**src/rtl/oport_arbiter.sv**
```systemverilog
// Output-port arbiter: round-robin packet grant with a wormhole lock held until
// the owner's tail flit, plus a watchdog that force-releases a stuck lock.
module oport_arbiter #(
  parameter int INPORTS   = 4,
  parameter int OWNW      = 2,
  parameter int WD_CYCLES = 1024
) (
  input  logic               clk,
  input  logic               reset,
  input  logic               gen_enable,
  input  logic [INPORTS-1:0] req_i,
  input  logic [INPORTS-1:0] tail_i,
  output logic [INPORTS-1:0] grant_o,
  output logic               busy_o,
  output logic [OWNW-1:0]    owner_o,
  output logic               timeout_o
);

  typedef enum logic [1:0] {
    ST_IDLE    = 2'd0,
    ST_LOCKED  = 2'd1,
    ST_RELEASE = 2'd2
  } state_e;

  localparam logic [15:0]     WD_LAST   = 16'(WD_CYCLES - 1);
  localparam logic            WD_EN     = (WD_CYCLES != 0);
  localparam logic [OWNW-1:0] LAST_PORT = OWNW'(INPORTS - 1);

  state_e             state_q, state_d;
  logic [INPORTS-1:0] grant_q, grant_d;
  logic               busy_q, busy_d;
  logic [OWNW-1:0]    owner_q, owner_d;
  logic               timeout_q, timeout_d;
  logic [OWNW-1:0]    rr_q, rr_d;
  logic [15:0]        wd_cnt_q, wd_cnt_d;

  logic [OWNW-1:0]    pick_idx;
  logic               pick_vld;
  logic [OWNW-1:0]    scan_pos;
  logic               owner_tail;
  logic               wd_expire;
  logic [OWNW-1:0]    next_ptr;

  // Scan downward in offset so the smallest offset from the pointer is written last and wins.
  always_comb begin
    pick_idx = rr_q;
    pick_vld = 1'b0;
    scan_pos = '0;
    for (int i = INPORTS - 1; i >= 0; i--) begin
      scan_pos = OWNW'((int'(rr_q) + i) % INPORTS);
      if (req_i[scan_pos]) begin
        pick_idx = scan_pos;
        pick_vld = 1'b1;
      end
    end
  end

  assign owner_tail = tail_i[owner_q];
  assign wd_expire  = WD_EN && (wd_cnt_q == WD_LAST);
  assign next_ptr   = (owner_q == LAST_PORT) ? '0 : owner_q + 1'b1;

  // NOTE: every output of this block is given a default first so no path leaves it unassigned,
  // which is what keeps synthesis from inferring latches.
  always_comb begin
    state_d   = state_q;
    grant_d   = grant_q;
    busy_d    = busy_q;
    owner_d   = owner_q;
    timeout_d = 1'b0;
    rr_d      = rr_q;
    wd_cnt_d  = wd_cnt_q;
    unique case (state_q)
      ST_IDLE: begin
        if (gen_enable && pick_vld) begin
          state_d  = ST_LOCKED;
          grant_d  = INPORTS'(1) << pick_idx;
          busy_d   = 1'b1;
          owner_d  = pick_idx;
          wd_cnt_d = '0;
        end
      end
      ST_LOCKED: begin
        if (owner_tail || wd_expire) begin
          state_d   = ST_RELEASE;
          grant_d   = '0;
          busy_d    = 1'b0;
          rr_d      = next_ptr;
          timeout_d = !owner_tail;
        end else if (wd_cnt_q != 16'hFFFF) begin
          wd_cnt_d = wd_cnt_q + 16'd1;
        end
      end
      ST_RELEASE: begin
        state_d = ST_IDLE;
        grant_d = '0;
        busy_d  = 1'b0;
      end
      default: begin
        state_d = ST_IDLE;
        grant_d = '0;
        busy_d  = 1'b0;
      end
    endcase
  end

  // NOTE: state registers use non-blocking assignments so every flop samples the
  // pre-edge values, independent of statement order.
  always_ff @(posedge clk) begin
    if (!reset) begin
      state_q   <= ST_IDLE;
      grant_q   <= '0;
      busy_q    <= 1'b0;
      owner_q   <= '0;
      timeout_q <= 1'b0;
      rr_q      <= '0;
      wd_cnt_q  <= '0;
    end else begin
      state_q   <= state_d;
      grant_q   <= grant_d;
      busy_q    <= busy_d;
      owner_q   <= owner_d;
      timeout_q <= timeout_d;
      rr_q      <= rr_d;
      wd_cnt_q  <= wd_cnt_d;
    end
  end

  assign grant_o   = grant_q;
  assign busy_o    = busy_q;
  assign owner_o   = owner_q;
  assign timeout_o = timeout_q;

endmodule

```
**config.mk**
```make
export PLATFORM = sky130hd
export DESIGN_NAME = oport_arbiter
export DESIGN_NICKNAME = d
export VERILOG_FILES = /design/src/rtl/oport_arbiter.sv
export SDC_FILE = /design/constraint.sdc
export NUM_CORES = 1
export LEC_CHECK = 0
export BUFFER_PORTS_ARGS = -buffer_cell sky130_fd_sc_hd__clkbuf_2
export CAP_MARGIN = 40
export CORE_AREA = 2 2 64 66
export CTS_CLUSTER_SIZE = 24
export DETAILED_ROUTE_END_ITERATION = 7
export DIE_AREA = 0 0 66 68
export HOLD_SLACK_MARGIN = 0.12
export SLEW_MARGIN = 20
export SYNTH_ARGS = -nofsm -noshare
export SYNTH_HDL_FRONTEND = slang
export SYNTH_SLANG_ARGS = --single-unit
export TNS_END_PERCENT = 5
```
**constraint.sdc**
```tcl
create_clock -name clk -period 2.6 [get_ports clk]
set_input_delay 0.39 -clock clk [delete_from_list [all_inputs] [get_ports clk]]
set_output_delay 0.39 -clock clk [all_outputs]
set_load 0.03 [all_outputs]
```
Word-level counts from Yosys, hierarchy flattened

Cells that the tools add are included.

Word-level logic and storage cells: 68
Output and inout port bits: 8
Bits of input ports: 11
Memories kept: 0
Bits in latches: 0
Memory bits (writable): 0
Bits in read-only memories: 0
Bits in registers: 28

Equal/unequal tests: 8
Multiply operators: 0
Reductions and logical operators: 10
$add $sub $neg: 5
Mux-type cells: 32
Shift-type cells: 1
Order comparisons: 5
Divide/modulo/power cells: 0
Bitwise gates (word level): 0

Operators with widths:

| kind                    | count |
|---|---|
| $mux W16                | 3 |
| $pmux W16 S2            | 1 |
| $add A16 B1 Y16 const B | 1 |
| $eq A16 B10 Y1 const B  | 1 |
| $ne A16 B16 Y1 const B  | 1 |
| $lt A2 B3 Y1 const B    | 5 |
| $mux W2                 | 7 |
| $mux W1                 | 11 |
| $bmux W1 S2             | 5 |
| $mux W4                 | 2 |
| $ne A2 B2 Y1 const B    | 4 |
| $pmux W4 S2             | 1 |
| $reduce_and A2 Y1       | 3 |
| $add A2 B1 Y2 const B   | 2 |
| $add A2 B2 Y2 const B   | 2 |
| $pmux W2 S2             | 1 |
| $reduce_and A4 Y1       | 1 |
| $shl A1 B2 Y4 const A   | 1 |
| $reduce_and A3 Y1       | 1 |
| $eq A2 B1 Y1 const B    | 1 |
| $eq A2 B2 Y1 const B    | 1 |
| $logic_not A2 Y1        | 1 |
| $pmux W1 S2             | 1 |
| $reduce_bool A2 Y1      | 1 |
| other kinds (3)         | 3 |

Longest topological paths before layout

Word-level depth: 10
Mapped depth: 8
Depth with buffers taken out: 6

Worst setup path before layout

No wires, ideal clock.

Kind: register -> register
Start point: reg owner_q[0], in the netlist owner_o[0]
End point: reg wd_cnt_q[10]
Clock period less this slack: 2,090 ps
Data arrival time: 2,020 ps
Setup time: 70 ps
Data required time: 2,530 ps
Buffers on the path: 1
Setup slack: 510 ps
Stages on the path, launching flop included: 7
Path through: dfxtp_1 mux4_2 clkinv_2 a211oi_4 buf_6 or4_1 a21oi_1

Word-level cells in the longest chain between the ends: 5

Ends and longest elaborated chain:

| element                       | RTL line | RTL |
|---|---|---|
| start, declared               | 32       | `logic [OWNW-1:0] owner_q, owner_d;` |
| start signal, assigned        | 121      | `owner_q <= owner_d;` |
| $bmux W1 S2                   | 58       | `assign owner_tail = tail_i[owner_q];` |
| $mux W1 (implied by the code) | 58       |  |
| $logic_or A1 B1 Y1            | 83       | `if (owner_tail \|\| wd_expire) begin` |
| $ne A2 B2 Y1 (no line)        | -        |  |
| $reduce_and A4 Y1 (no line)   | -        |  |
| end signal, assigned          | 124      | `wd_cnt_q <= wd_cnt_d;` |
| end, declared                 | 35       | `logic [15:0] wd_cnt_q, wd_cnt_d;` |

No other way between the ends. The select of a mux whose other input is x is not followed.
A chain may end at the register's enable or synchronous reset.

Worst setup path in the final report

Start point: reg wd_cnt_q[0]
End point: reg wd_cnt_q[6]

Word-level cells in the longest chain between the ends: 4
Elaborated cells on any way between the ends: 10
Classes of those cells: 1 x add/sub; 4 x eq/ne; 3 x mux; 2 x reduce/logical

Ends and longest elaborated chain:

| element                                           | RTL line |
|---|---|
| $add A16 B1 Y16 or $eq A16 B10 Y1 (tied branches) | 90, 59 |
| $mux W16 or $logic_or A1 B1 Y1 (tied branches)    | 89, 83 |
| $mux W16 or $ne A2 B2 Y1 (tied branches)          | - |
| $pmux W16 S2 or $reduce_and A4 Y1 (tied branches) | - |

Several ways; a longest one is shown, not always the timed one. The select of a mux whose other input is x is not followed.

==> results by group <==
Flow run
  – Maxcap violations: 0

Clocking
  – Post-CTS Hold Fix Bufs: 0
  – CTS resizes: 0
  – Clk buf depth: 2
  – H-tree depth: 1
  – Clock latency on the worst-skew pair: between 200 and 300 ps
  – Num CTS Buffers: 3
  – Root buf cell: clkbuf_8
  – Reg clk slew, reported paths: around 100 ps
  – Post-CTS Setup Bufs: 0
  – Sink Count: 27
  – CTS tree: yes

Drt
  – 1st-iter DRT viols: 70
  – Total number of vias: 1345
  – Final WL: between 3000 and 4000 um
  – Vias per cell: between 5 and 6
  – Initial DRT Pass Iterations: 4
  – DRC: 0
  – Post-DR wirelength/cell: around 14 um
  – ANT nets after route: 0

Placement
  – Port Buffers: 18
  – Post-DP Area: 1600 um^2
  – GPL Wtd Cong: 0.813
  – DP Wirelength: roughly 2400 um

Global route
  – Grt ovf: 0
  – Largest net degree at the start of global routing: 34
  – Initial antenna violation count: 0
  – GRT Total Usage: 0.161
  – First-pass GRT wire length: roughly 5700 um
  – Vias in the first global route: 1298

Worst setup path
  – CP max stage cell: o21bai_1
  – Reg2Reg Launch Point: wd_cnt_q[0]
  – Critical Path End Type: register
  – Crit path max-delay family: compound AO/OA/AOI/OAI gates
  – Slowest stage delay, CP: between 700 and 800 ps
  – Worst Path Required: around 2800 ps
  – WP depth: 6
  – Setup slack, reg-to-reg: 460 ps
  – CP Data Arrival Time: 2290 ps
  – CP max FO: 14
  – RR Endpoint: wd_cnt_q[6]
  – Worst setup path end: wd_cnt_q[6]
  – Crit-path cells: ha_1 > and4_1 > nand3_1 > o21bai_1 > or4_1 > a21oi_1
  – Crit path launch type: register
  – CP Buf/Inv Count: 0
  – CP Class: register to register
  – Worst Setup SP: wd_cnt_q[0]
  – Reg2Reg Depth: 6

Synth
  – Average size of a mapped cell: just under 9 um^2
  – Mux cell area share after synthesis: 0.0556
  – Post-synthesis compound-gate area fraction: 0.221
  – Count of different cell masters after synthesis: 44
  – Post-synthesis simple-gate area fraction: 0.299
  – Ys Warns: 0
  – FF+latch count, synth: 27
  – Sequential fraction of the synthesis area: 0.364
  – Post-synth EDFFs: 0
  – Fraction of registers with async set/reset: 0
  – Adder-Cell Fraction of Synth Area: 0.0168
  – Post-synthesis xor/xnor area fraction: 0
  – Synth Net Count: about 180
  – Synth Flop Type: dfxtp_1
  – Main combinational cell family by area after synthesis: simple AND/OR/NAND/NOR gates
  – Cell area after synthesis: between 1000 and 1500 um^2
  – Cells after Synth: 169

Final layout
  – Nets: 198
  – Fillers: around 420
  – Area growth from synthesis to final layout: 10.9%
  – Area of the multi-input gates: roughly 900 um^2
  – Fin area: approximately 1600 um^2
  – Layout cell share with drive strength beyond 1: 0.152
  – Number of diodes: 0
  – Register area: about 540 um^2

Die
  – Die Footprint: between 4000 and 5000 um^2
  – Total core area: between 3000 and 4000 um^2
  – Die Wd: approximately 66 um
  – Num rows: 23
  – Starting Density: 0.385
  – Io pins: 19
  – Die span in y: roughly 68 um

Timing
  – RSZ-0062 raised after global routing: false
  – Slew @ Worst Pin: 854 ps
  – Tmin final: ~2100 ps
  – Setup violations, final: 0
  – Max-slew violations: 0
  – Clk_skew: between 6 and 7 ps
  – FMAX: about 0.47 GHz
  – Period utilisation layout: 0.823
  – Worst slew margin: 0.430
  – Final Hold Viols: 0
  – Setup TNS: 0 ps

Pwr
  – Power per Cell Area: between 400 and 500 nW/um^2
  – Lkg Pwr: roughly 0.55 nW
  – Peak VDD IR: between 0.15 and 0.2 mV

Status
  – Outcome: finished, final reports clean

Hold path
  – Worst Hold Class: input pin to register
-- placed cells by master (no fill, tap or decap), types with 2 or more instances in the layout --
master and n:
mux2i_1 6, o21a_1 3, or4_1 11, nand4_1 3, and4_1 3, nor3b_1 6
nand2b_1 3, and2_1 4, a32o_1 2, dfxtp_1 27, nor2_1 10, nor4_1 2
a31oi_1 2, nor2b_1 7, clkbuf_8 3, o21ai_0 3, clkbuf_2 18, nand3_1 5
a21oi_1 15, inv_1 4, nand2_1 12, nor4b_1 2, o31ai_1 10, or3_1 3
ha_1 2
-- state kept, by name, indices dropped and copies added, names as in the netlist --
register,cells
wd_cnt_q,16
timeout_o,1
grant_o,4
state_q,1
owner_o,2
busy_o,1
rr_q,2
-- report_power, final --
group | total, mW | leakage, nW | internal (mW) | switching, mW
clock | 0.248 | 0.0217 | 0.109 | 0.139
sequential | 0.437 | 0.219 | 0.424 | 0.0126
combinational | 0.127 | 0.307 | 0.0469 | 0.0800
-- kinds of logic (layout without fill, tap and decap cells) --
logic type	Yosys count	count (layout)
buffers and inverters	13	28
adder cells (fa/ha/maj)	2	2
multiplexers	7	7
AND/OR/NAND/NOR	75	75
AO/OA/AOI/OAI	45	45
flip-flops	27	27
-- layer usage --
layer  share of wire  GRT usage  vias up  routed length, um
met5               0          0        -                  0
met4          0.0077     0.0536        0                 25
met3           0.029     0.0247        2                 94
met2            0.49      0.299       26               1600
met1            0.47      0.190      641               1540
li1                -          -      676                  -
-- per-stage QoR --
step | std cells | util | setup slack [ps] | hold slack, ps | power (mW)
2_1_floorplan | 169 | - | 510 | 452 | 0.540
3_3_place_gp | 230 | 0.415 | 523 | 470 | 0.570
3_5_place_dp | 230 | 0.415 | 443 | 484 | 0.575
4_1_cts | 234 | 0.428 | 423 | 485 | 0.817
5_1_grt | 234 | 0.428 | 281 | 518 | 0.849
6_report | 234 | 0.428 | 461 | 489 | 0.812
-- cell type report --
class	count	area share
Clock inverter	1	0.00455
Tap cell	50	0.0379
Inverter	5	0.0121
Sequential cell	27	0.328
Timing Repair Buffer	19	0.0592
Clock buffer	3	0.0250
Multi-Input combinational cell	129	0.533
-- Yosys cell counts, types with 2 or more instances --
cell type,count,area (um^2)
nand2_1,12,45.0
nor3b_1,6,45.0
nand4_1,3,18.8
o21a_1,3,22.5
a21oi_1,15,75.1
and2_1,4,25.0
o21ai_0,3,15.0
o31ai_1,10,75.1
clkbuf_1,2,7.51
dfxtp_1,27,541
nand3_1,5,25.0
and4_1,3,26.3
mux2i_1,6,60.1
or3_1,3,18.8
nor4_1,2,12.5
nand2b_1,3,18.8
a31oi_1,2,12.5
nor4b_1,2,17.5
a32o_1,2,20.0
nor2_1,10,37.5
inv_1,4,15.0
or4_1,11,82.6
buf_2,3,15.0
nor2b_1,7,43.8
ha_1,2,25.0
-- worst reg2reg max path, delay by kind of cell, from the launching register on --
family	cells	cell delay [ps]
flip-flops	1	370
adder cells (fa/ha/maj)	1	210
AO/OA/AOI/OAI	2	800
AND/OR/NAND/NOR	3	620
-- worst min path at each step --
stage | start | to | slack, ps | cells after the start
4_1_cts | reset | owner_o[1] | 490 | 2
5_1_grt | reset | grant_o[1] | 520 | 2
6_report | reset | owner_o[1] | 490 | 2
2_1_floorplan | wd_cnt_q[1] | wd_cnt_q[1] | 450 | 2
3_5_place_dp | wd_cnt_q[1] | wd_cnt_q[1] | 480 | 2
3_3_place_gp | wd_cnt_q[1] | wd_cnt_q[1] | 470 | 2
(Power assumes the default switching activity.)
